[config.mk]
export PLATFORM = sky130hd
export DESIGN_NAME = uu_rd_tracker
export DESIGN_NICKNAME = d
export VERILOG_FILES = /design/src/rtl/uu_rd_tracker_pkg.sv /design/src/rtl/uu_rd_entry.sv /design/src/rtl/uu_rd_tracker.sv
export SDC_FILE = /design/constraint.sdc
export NUM_CORES = 1
export LEC_CHECK = 0
export CAP_MARGIN = 20
export CORE_ASPECT_RATIO = 0.8
export CORE_UTILIZATION = 49
export CTS_CLUSTER_SIZE = 20
export DETAILED_ROUTE_END_ITERATION = 8
export PLACE_DENSITY_LB_ADDON = 0.15
export SLEW_MARGIN = 20
export SYNTH_ARGS = -nofsm -noshare
export SYNTH_HDL_FRONTEND = slang
export SYNTH_SLANG_ARGS = --single-unit
export TNS_END_PERCENT = 10
[constraint.sdc]
create_clock -name clk -period 6.9 [get_ports clk]
set_clock_uncertainty 0.15 [all_clocks]
set_input_delay 1.38 -clock clk [delete_from_list [all_inputs] [get_ports clk]]
set_output_delay 1.38 -clock clk [all_outputs]
set_load 0.05 [all_outputs]
[src/rtl/uu_rd_tracker_pkg.sv]
// Shared types and default sizing for the execution-unit rd tracker
// and the raw/waw unit logic that consumes its outputs.
package uu_rd_tracker_pkg;

  localparam int NUM_RDS       = 9;
  localparam int RD_ADDR_WIDTH = 5;
  localparam int INT_UU_RDS    = 2;

  typedef enum logic [1:0] {
    UU_IDLE   = 2'd0,
    UU_BUSY   = 2'd1,
    UU_KILLED = 2'd2
  } uu_state_t;

  typedef logic [NUM_RDS-1:0] uu_mask_t;

endpackage

[src/rtl/uu_rd_entry.sv]
// One tracked execution unit: pending rd, its register class and the
// IDLE/BUSY/KILLED lifecycle.
module uu_rd_entry
  import uu_rd_tracker_pkg::*;
#(
  parameter int rd_addr_width = RD_ADDR_WIDTH,
  parameter bit int_unit      = 1'b0
) (
  input  logic                     clk,
  input  logic                     reset_n,
  input  logic                     start,
  input  logic [rd_addr_width-1:0] start_rd,
  input  logic                     start_fp,
  input  logic                     done,
  input  logic                     clear,
  output logic [rd_addr_width-1:0] rd,
  output logic                     fp,
  output uu_state_t                state,
  output logic                     wb_kill,
  output logic                     err
);

  uu_state_t                state_reg, state_next;
  logic [rd_addr_width-1:0] rd_reg, rd_next;
  logic                     fp_reg, fp_next;
  logic                     fp_eff;
  logic                     free;

  always_comb begin
    // Integer units can only ever write integer registers.
    fp_eff  = start_fp && !int_unit;
    free    = (state_reg == UU_IDLE) || done;
    wb_kill = done && ((state_reg == UU_KILLED) || (state_reg == UU_BUSY && clear));
    err     = (done && state_reg == UU_IDLE) || (start && !done && state_reg != UU_IDLE);

    state_next = state_reg;
    rd_next    = rd_reg;
    fp_next    = fp_reg;
    if (done) begin
      state_next = UU_IDLE;
    end else if (state_reg == UU_BUSY && clear) begin
      state_next = UU_KILLED;
    end
    // x0 is hardwired, so an integer write to it never needs tracking.
    if (start && free && (fp_eff || start_rd != '0)) begin
      state_next = UU_BUSY;
      rd_next    = start_rd;
      fp_next    = fp_eff;
    end
  end

  always_ff @(posedge clk) begin
    if (!reset_n) begin
      state_reg <= UU_IDLE;
      rd_reg    <= '0;
      fp_reg    <= 1'b0;
    end else begin
      state_reg <= state_next;
      rd_reg    <= rd_next;
      fp_reg    <= fp_next;
    end
  end

  assign rd    = rd_reg;
  assign fp    = fp_reg;
  assign state = state_reg;

endmodule

[src/rtl/uu_rd_tracker.sv]
// Tracks the destination register of every in-flight execution unit,
// raises RAW stalls for the ID stage and kills writebacks cleared by WAW.
module uu_rd_tracker
  import uu_rd_tracker_pkg::*;
#(
  parameter int num_rds       = NUM_RDS,
  parameter int rd_addr_width = RD_ADDR_WIDTH,
  parameter int int_uu_rds    = INT_UU_RDS
) (
  input  logic                     clk,
  input  logic                     reset_n,
  input  logic [num_rds-1:0]       unit_start,
  input  logic [rd_addr_width-1:0] start_rd,
  input  logic                     start_fp,
  input  logic [num_rds-1:0]       unit_done,
  input  logic [num_rds-1:0]       clear_rd,
  input  logic [rd_addr_width-1:0] id_rs1,
  input  logic [rd_addr_width-1:0] id_rs2,
  input  logic [rd_addr_width-1:0] id_rs3,
  input  logic                     id_rs1_fp,
  input  logic                     id_rs2_fp,
  input  logic                     id_rs3_fp,
  input  logic                     id_rs3_used,
  output logic [rd_addr_width-1:0] rd_used [num_rds],
  output logic [num_rds-1:0]       all_uu_rd_busy,
  output logic [num_rds-1:0]       unit_occupied,
  output logic [num_rds-1:0]       wb_kill,
  output logic                     raw_stall,
  output logic                     proto_err
);

  logic [num_rds-1:0] err;
  logic [num_rds-1:0] hit;
  logic               fp_flag [num_rds];
  uu_state_t          state [num_rds];
  logic               proto_err_reg;

  // Integer x0 sources never depend on anything.
  function automatic logic src_hit(input logic [rd_addr_width-1:0] rd,
                                   input logic                     fp,
                                   input logic [rd_addr_width-1:0] rs,
                                   input logic                     rs_fp);
    return (rd == rs) && (fp == rs_fp) && (rs_fp || rs != '0);
  endfunction

  generate
    for (genvar gi = 0; gi < num_rds; gi++) begin : g_entry
      uu_rd_entry #(
        .rd_addr_width(rd_addr_width),
        .int_unit     (gi < int_uu_rds)
      ) u_entry (
        .clk     (clk),
        .reset_n (reset_n),
        .start   (unit_start[gi]),
        .start_rd(start_rd),
        .start_fp(start_fp),
        .done    (unit_done[gi]),
        .clear   (clear_rd[gi]),
        .rd      (rd_used[gi]),
        .fp      (fp_flag[gi]),
        .state   (state[gi]),
        .wb_kill (wb_kill[gi]),
        .err     (err[gi])
      );

      assign all_uu_rd_busy[gi] = (state[gi] == UU_BUSY);
      assign unit_occupied[gi]  = (state[gi] != UU_IDLE);
      assign hit[gi] = all_uu_rd_busy[gi] &&
                       (src_hit(rd_used[gi], fp_flag[gi], id_rs1, id_rs1_fp) ||
                        src_hit(rd_used[gi], fp_flag[gi], id_rs2, id_rs2_fp) ||
                        (id_rs3_used && src_hit(rd_used[gi], fp_flag[gi], id_rs3, id_rs3_fp)));
    end
  endgenerate

  assign raw_stall = |hit;

  always_ff @(posedge clk) begin
    if (!reset_n) begin
      proto_err_reg <= 1'b0;
    end else if (|err) begin
      proto_err_reg <= 1'b1;
    end
  end

  assign proto_err = proto_err_reg;

endmodule
Word-level counts from Yosys, hierarchy flattened. Cells that the tools add are included. W data, S select, Z words.

Bits in registers: 71. Latch bits: 0. RAM bits: 0. Bits in read-only memories: 0. Bits of input ports: 54. Output and inout port bits: 74. Logic and storage cells: 367. Memories kept: 0.

Add/subtract/negate cells: 0. Multiply operators: 0. Divide/modulo/power cells: 0. Order comparisons: 0. Eq/ne operators: 66. Shift operators: 0. Muxes and demuxes: 27. Bitwise operators: 4. Reductions and logical operators: 235.

Operator list (count): $eq A5 B5 Y1 (27); $logic_and A1 B1 Y1 (135); $logic_or A1 B1 Y1 (49); $mux W1 (27); $reduce_bool A3 Y1 (9); $reduce_or A3 Y1 (9); $eq A1 B1 Y1 (21); $reduce_bool A5 Y1 (4); $eq A2 B1 Y1 const B (9); $eq A2 B2 Y1 const B (9); $logic_not A2 Y1 (9); $reduce_bool A2 Y1 (9); $reduce_or A9 Y1 (2); $logic_not A1 Y1 (9); $not A1 Y1 (4).

Depth between registers and ports, before layout. Gate-level depths: netlist of run 1.

Depth in word-level cells: 7. Depth in mapped cells: 8.

By module. A second synthesis of run 1 with hierarchy kept.

Cell total of the unflattened synthesis: 667. Area, all modules: 5489.0 µm².

Modules (own cells, without submodules): uu_rd_entry (g_entry[2].u_entry ...) (instances 7, cells an instance 43, area each 371.6 µm², seq. area each 160.2 µm²); uu_rd_tracker (instances 1, cells an instance 284, area each 2164.6 µm², seq. area each 20.0 µm²); uu_rd_entry (g_entry[0].u_entry ...) (instances 2, cells an instance 41, area each 361.6 µm², seq. area each 140.1 µm²).

Worst setup path after synthesis of run 1. Ideal clock, no wire load.

Path type: input to output. Start: input port id_rs3[0]. End: output port raw_stall. Arrival time: 3.345 ns. Path slack: 2.025 ns. Stages on the path: 8. Path buffers: 2. Cell sequence: buf_6 > or4_1 > o31a_1 > buf_6 > nand4_1 > nand3_1 > a2111oi_1 > nand3_1.

Longest elaborated chain between the ends: 7.

Ends and longest elaborated chain: start, declared (line uu_rd_tracker.sv:19) `input logic [rd_addr_width-1:0] id_rs3,`; $eq A5 B5 Y1 / $reduce_bool A5 Y1 (equally long branches) (line uu_rd_tracker.sv:43) `return (rd == rs) && (fp == rs_fp) && (rs_fp || rs != '0);`; $logic_and A1 B1 Y1 / $logic_or A1 B1 Y1 (equally long branches) (line uu_rd_tracker.sv:43); $logic_and A1 B1 Y1 (line uu_rd_tracker.sv:43); $logic_and A1 B1 Y1 (line uu_rd_tracker.sv:71) `(id_rs3_used && src_hit(rd_used[gi], fp_flag[gi], id_rs3, id_rs3_fp)));`; $logic_or A1 B1 Y1 (line uu_rd_tracker.sv:70) `src_hit(rd_used[gi], fp_flag[gi], id_rs2, id_rs2_fp) ||`; $logic_and A1 B1 Y1 (line uu_rd_tracker.sv:68) `assign hit[gi] = all_uu_rd_busy[gi] &&`; $reduce_or A9 Y1 * (line uu_rd_tracker.sv:75) `assign raw_stall = |hit;`; end, declared (line uu_rd_tracker.sv:28) `output logic raw_stall,`.

Mark *: on every way between the ends. The rest lies on a longest branch, timed or not.

Worst setup path in the final report of run 1.
Start: input port id_rs3[1]. End: output port raw_stall.

Same word-level chain as after synthesis.

==> results, run 1 <==
- The dominant register cell in the synthesized netlist is dfxtp_1.
- The number of top-level design ports is between 100 and 150.
- The number of cells on the worst reg-to-reg path is 6.
- The critical path data arrival time is between 4 and 5 ns.
- The final setup violation count is 0.
- For this design the ratio of total power to cell area is 205.1 nW/µm².
- Averaged over all synthesized cells, the footprint is around 8.0 µm².
- The combinational family with the most area after synthesis is XOR/XNOR gates.
- Summed over all nets, the switching power comes to 467.9 µW.
- The adder-cell share of the synthesized area is 0%.
- Global routing consumed, over all layers together, 32.35% of the routing resources.
- The floorplan row count is 33.
- The number of iterations in the first detailed-routing pass is 5.
- The post-layout net count is 809.
- Entering global routing, the biggest net connects 72 pins.
- The synthesis warning total is 0.
- The critical setup path kind is input pin to output pin.
- The finished layout holds 900 standard cells, fillers aside.
- The core region area is roughly 10000 µm².
- For the worst setup path, the data required time is 5.37 ns.
- The flow ran to the end, and the final reports show no timing, DRC or antenna violations.
- The weighted congestion reported at the end of routability-driven placement is between 0.9 and 1.
- The clock tree from TritonCTS is yes.
- Across the whole layout, storage elements account for about 1400 µm².
- The headroom to the max-slew limit is 47.90%.
- The initial antenna violation count was 0.
- The analysis attributes to cell leakage a power of 0.002751 µW.
- The endpoint of the worst register-to-register path is g_entry[5].u_entry.fp.
- The synthesized design contains 71 register bits.
- In this run the horizontal extent of the chip is 117.9 µm.
- Dividing the detail-routed wire length by the instance count gives 19.97 µm.
- The clock latency reported for the late side of the worst-skew pair is roughly 0.34 ns.
- Counting instances, the worst hold path has a depth of 2.
- The type of destination of the critical path is an output pin.
- The number of gates given a new drive strength after cts is 0.
- The share of total power dissipated in combinational logic is approximately 29%.
- The final wirelength is 17970 µm.
- The minimum clock period is 6.218 ns.
- The fraction of the mapped netlist area in compound gates is between 10% and 20%.
- The number of levels in the clock H-tree is 3.
- The slew at the pin closest to its max-slew limit is a little under 0.8 ns.
- The number of buffers on the longest clock path is 2.
- Along the worst path, the maximum fanout reaches 10.
- From bottom edge to top edge, the die measures 94.74 µm.
- Fill cells in the final layout number approximately 900.
- The flip-flop count of the largest register after layout is 45.
- Once detail routing completed, the nets flagged for antenna violations numbered 0.
- The path class of the lowest-slack min-delay path is register to register.
- For this design, the CTS-stage hold fixing added 0 buffers.
- Setup repair after global routing left no endpoint under its margin.
- After detailed routing, the number of vias per cell comes to 5.737.
- In this run, flip-flops and latches consume 34.5% of the power.
- The proportion of layout cells with a drive suffix above 1 is 4.605%.
- The number of nets handed over by synthesis was 710.
- The worst path uses 90.11% of the clock period.
- The initial core utilization is 50.83%.
- Once detailed placement completed, the half-perimeter wirelength came to 12890 µm.
- Detailed routing inserted a total of 5163 vias.
- The post-detailed-route DRC marker count is 0.
- The worst hold path terminates at g_entry[1].u_entry.state[1].
- The number of different library cells in the post-synthesis netlist is 39.
- The share of total power dissipated in the clock network is 36.6%.
- The area of placed instances is 6502 µm².
- The post-CTS setup repair buffer count is 0.
- The critical hold path startpoint is g_entry[1].u_entry.state[1].
- The number of synthesized flops with an enable pin is 0.
- The clock net sink count is 71.
- The repair_antennas step left the layout with diodes totalling 0.
- From synthesis to final layout, the design area changed by 29.62%.
- The final-layout setup total negative slack is 0 ns.
- The portion of synthesized area spent on multiplexers is 1.900%.
- Power comes to about 1400 µW.
- The share of synthesized cell area in and, or, nand and nor gates is 24.63%.
- The startpoint of the worst register-to-register path is g_entry[5].u_entry.state[1].
- The cell count after placement is 884.
- The count of input and output buffers is 127.
- The cell at the root of the clock tree is clkbuf_16.
- After synthesis, the share of flip-flops with an asynchronous set or reset is 0%.
- The number of CTS-inserted buffers is 9.
- After synthesis, flip-flops and latches occupy 26.98% of the total area.
- The full die area is 11170 µm².
- The post-synthesis instance area is 5268 µm².
- The tool flagged a number of max-cap violations equal to 0.
- The xor/xnor cell area share of the yosys netlist is about a quarter.
- The highest clock rate is about 160 MHz.
- At the end of the flow the core is filled with cells to 65.88%.
- Summed over all layers, the global routing overflow is 0.
- The area used by multi-input combinational logic is 3451 µm².
- The clock slew seen by the registers of the worst setup and hold paths is 0.06 ns.
- The first global-routing pass estimated 27350 µm of wire.
- The final count of hold timing violations is 0.
- Net switching is 33.41% of the power.
- The worst setup path is launched from an input pin.
- The worst register-to-register path has a setup slack of roughly 4.9 ns.
- The final cell area excluding filler cells is a little under 7000 µm².
- Cell internal power was estimated by the tool at 932.6 µW.
- The maximum VDD drop is 141.4 µV.
- After the first detailed-routing iteration, the DRC count stood at 466.
- Synthesis produced 656 cells.
- The via count of the first global-routing pass is 4956.
- The count of final max-slew check failures is 0.
power by group through the flow:
stage               clock (µW)  combinational, µW  sequential (µW)
finish                     513                404              484
CTS                        520                402              482
global route               536                430              486
floorplan                    0                220              532
detailed placement           0                400              491
global placement             0                394              490
placed cells by master, fill, tap and decap left out, types with 3 or more instances in the layout:
master	netlist	final
nand4_1	25	25
dfxtp_1	71	71
xnor2_1	42	42
mux2i_1	10	10
xor2_1	114	114
and2_1	8	8
clkdlybuf4s50_1	0	127
nor4_1	23	23
nor2b_1	26	26
nand3b_1	9	9
nand3_1	24	24
nand2_1	74	74
nand2_2	6	6
a21boi_0	19	19
a21boi_1	30	30
inv_1	23	23
buf_4	9	13
a21oi_1	9	9
clkbuf_16	0	9
nor2_1	31	31
a22oi_1	17	17
a311oi_1	3	3
nor3b_1	9	9
o21ai_0	8	8
nor3_1	6	6
nand4b_1	4	4
final cells by class:
cell class	count	share of cell area [%]
repair buffers	140	20.05
clock buffers	13	3.812
flip-flops and latches	71	20.82
clock inverters	3	0.9529
multi-input cells	510	50.54
well taps	140	2.566
inverters	23	1.264
kinds of logic after synthesis:
kind of cell | count (synthesis)
simple gates | 249
mux | 10
compound gates | 95
xor+xnor | 156
flops | 71
buf+inv | 75
worst max path at each step:
| stage | from | end | slack, ns | cells after the start |
|---|---|---|---|---|
| floorplan | id_rs3[0] | raw_stall | 2.02 | 8 |
| finish | id_rs3[1] | raw_stall | 0.68 | 9 |
| global route | id_rs3[0] | raw_stall | 0.57 | 9 |
| global placement | id_rs3[0] | raw_stall | 0.71 | 9 |
| detailed placement | id_rs3[1] | raw_stall | 0.68 | 9 |
| CTS | id_rs3[1] | raw_stall | 0.68 | 9 |
critical path: stages:
cell and delay (ns):
clkdlybuf4s50_1 0.42, buf_4 0.20, or4_1 0.50, o31a_1 0.39
nand4_1 0.14, a311oi_1 0.10, a2111oi_1 0.65, nand3_1 0.15
clkdlybuf4s50_1 0.75
through the flow:
stage	setup WS, ns	hold slack, ns
after CTS	0.6847	0.3918
after global placement	0.7145	0.3772
after floorplan	2.025	0.3617
after detailed placement	0.6841	0.3854
after global routing	0.5733	0.4363
final	0.6821	0.3978
synthesized netlist by cell type, drive strengths merged, types with 2 or more instances:
| library cell | count | share of area, % |
|---|---|---|
| nand3b | 9 | 1.3 |
| dfxtp | 71 | 27 |
| inv | 23 | 1.6 |
| nor2 | 31 | 2.2 |
| nor2b | 26 | 3.1 |
| and2 | 8 | 0.95 |
| a21boi | 49 | 7.0 |
| buf | 27 | 4.1 |
| mux2i | 10 | 1.9 |
| nor3b | 9 | 1.3 |
| nand2 | 80 | 6.0 |
| clkbuf | 25 | 1.8 |
| o21ai | 8 | 0.76 |
| xnor2 | 42 | 7.0 |
| nand4b | 4 | 0.67 |
| nor4 | 23 | 2.7 |
| nand4 | 25 | 3.0 |
| a22oi | 17 | 2.4 |
| nand3 | 24 | 2.3 |
| a311oi | 3 | 0.50 |
| or4 | 2 | 0.28 |
| nor3 | 6 | 0.57 |
| a21oi | 9 | 0.86 |
| a221oi | 2 | 0.33 |
| xor2 | 114 | 19 |
routing by layer:
metal / up-vias / part of all wire (%) / track usage, % / routed length (µm)
li1: 2415 / - / - / -
met1: 2472 / 44 / 42.56 / 7938
met2: 229 / 45 / 52.11 / 8117
met3: 47 / 7.4 / 6.280 / 1332
met4: 0 / 3.2 / 13.46 / 583
met5: - / 0 / 0 / 0
(Power assumes the default switching activity.)
==> run 2: changes to the inputs <==
CTS_CLUSTER_SIZE = default   (was 20)
==> results of run 2 <==
The final DEF is identical to that of run 1; final timing and power are the same.
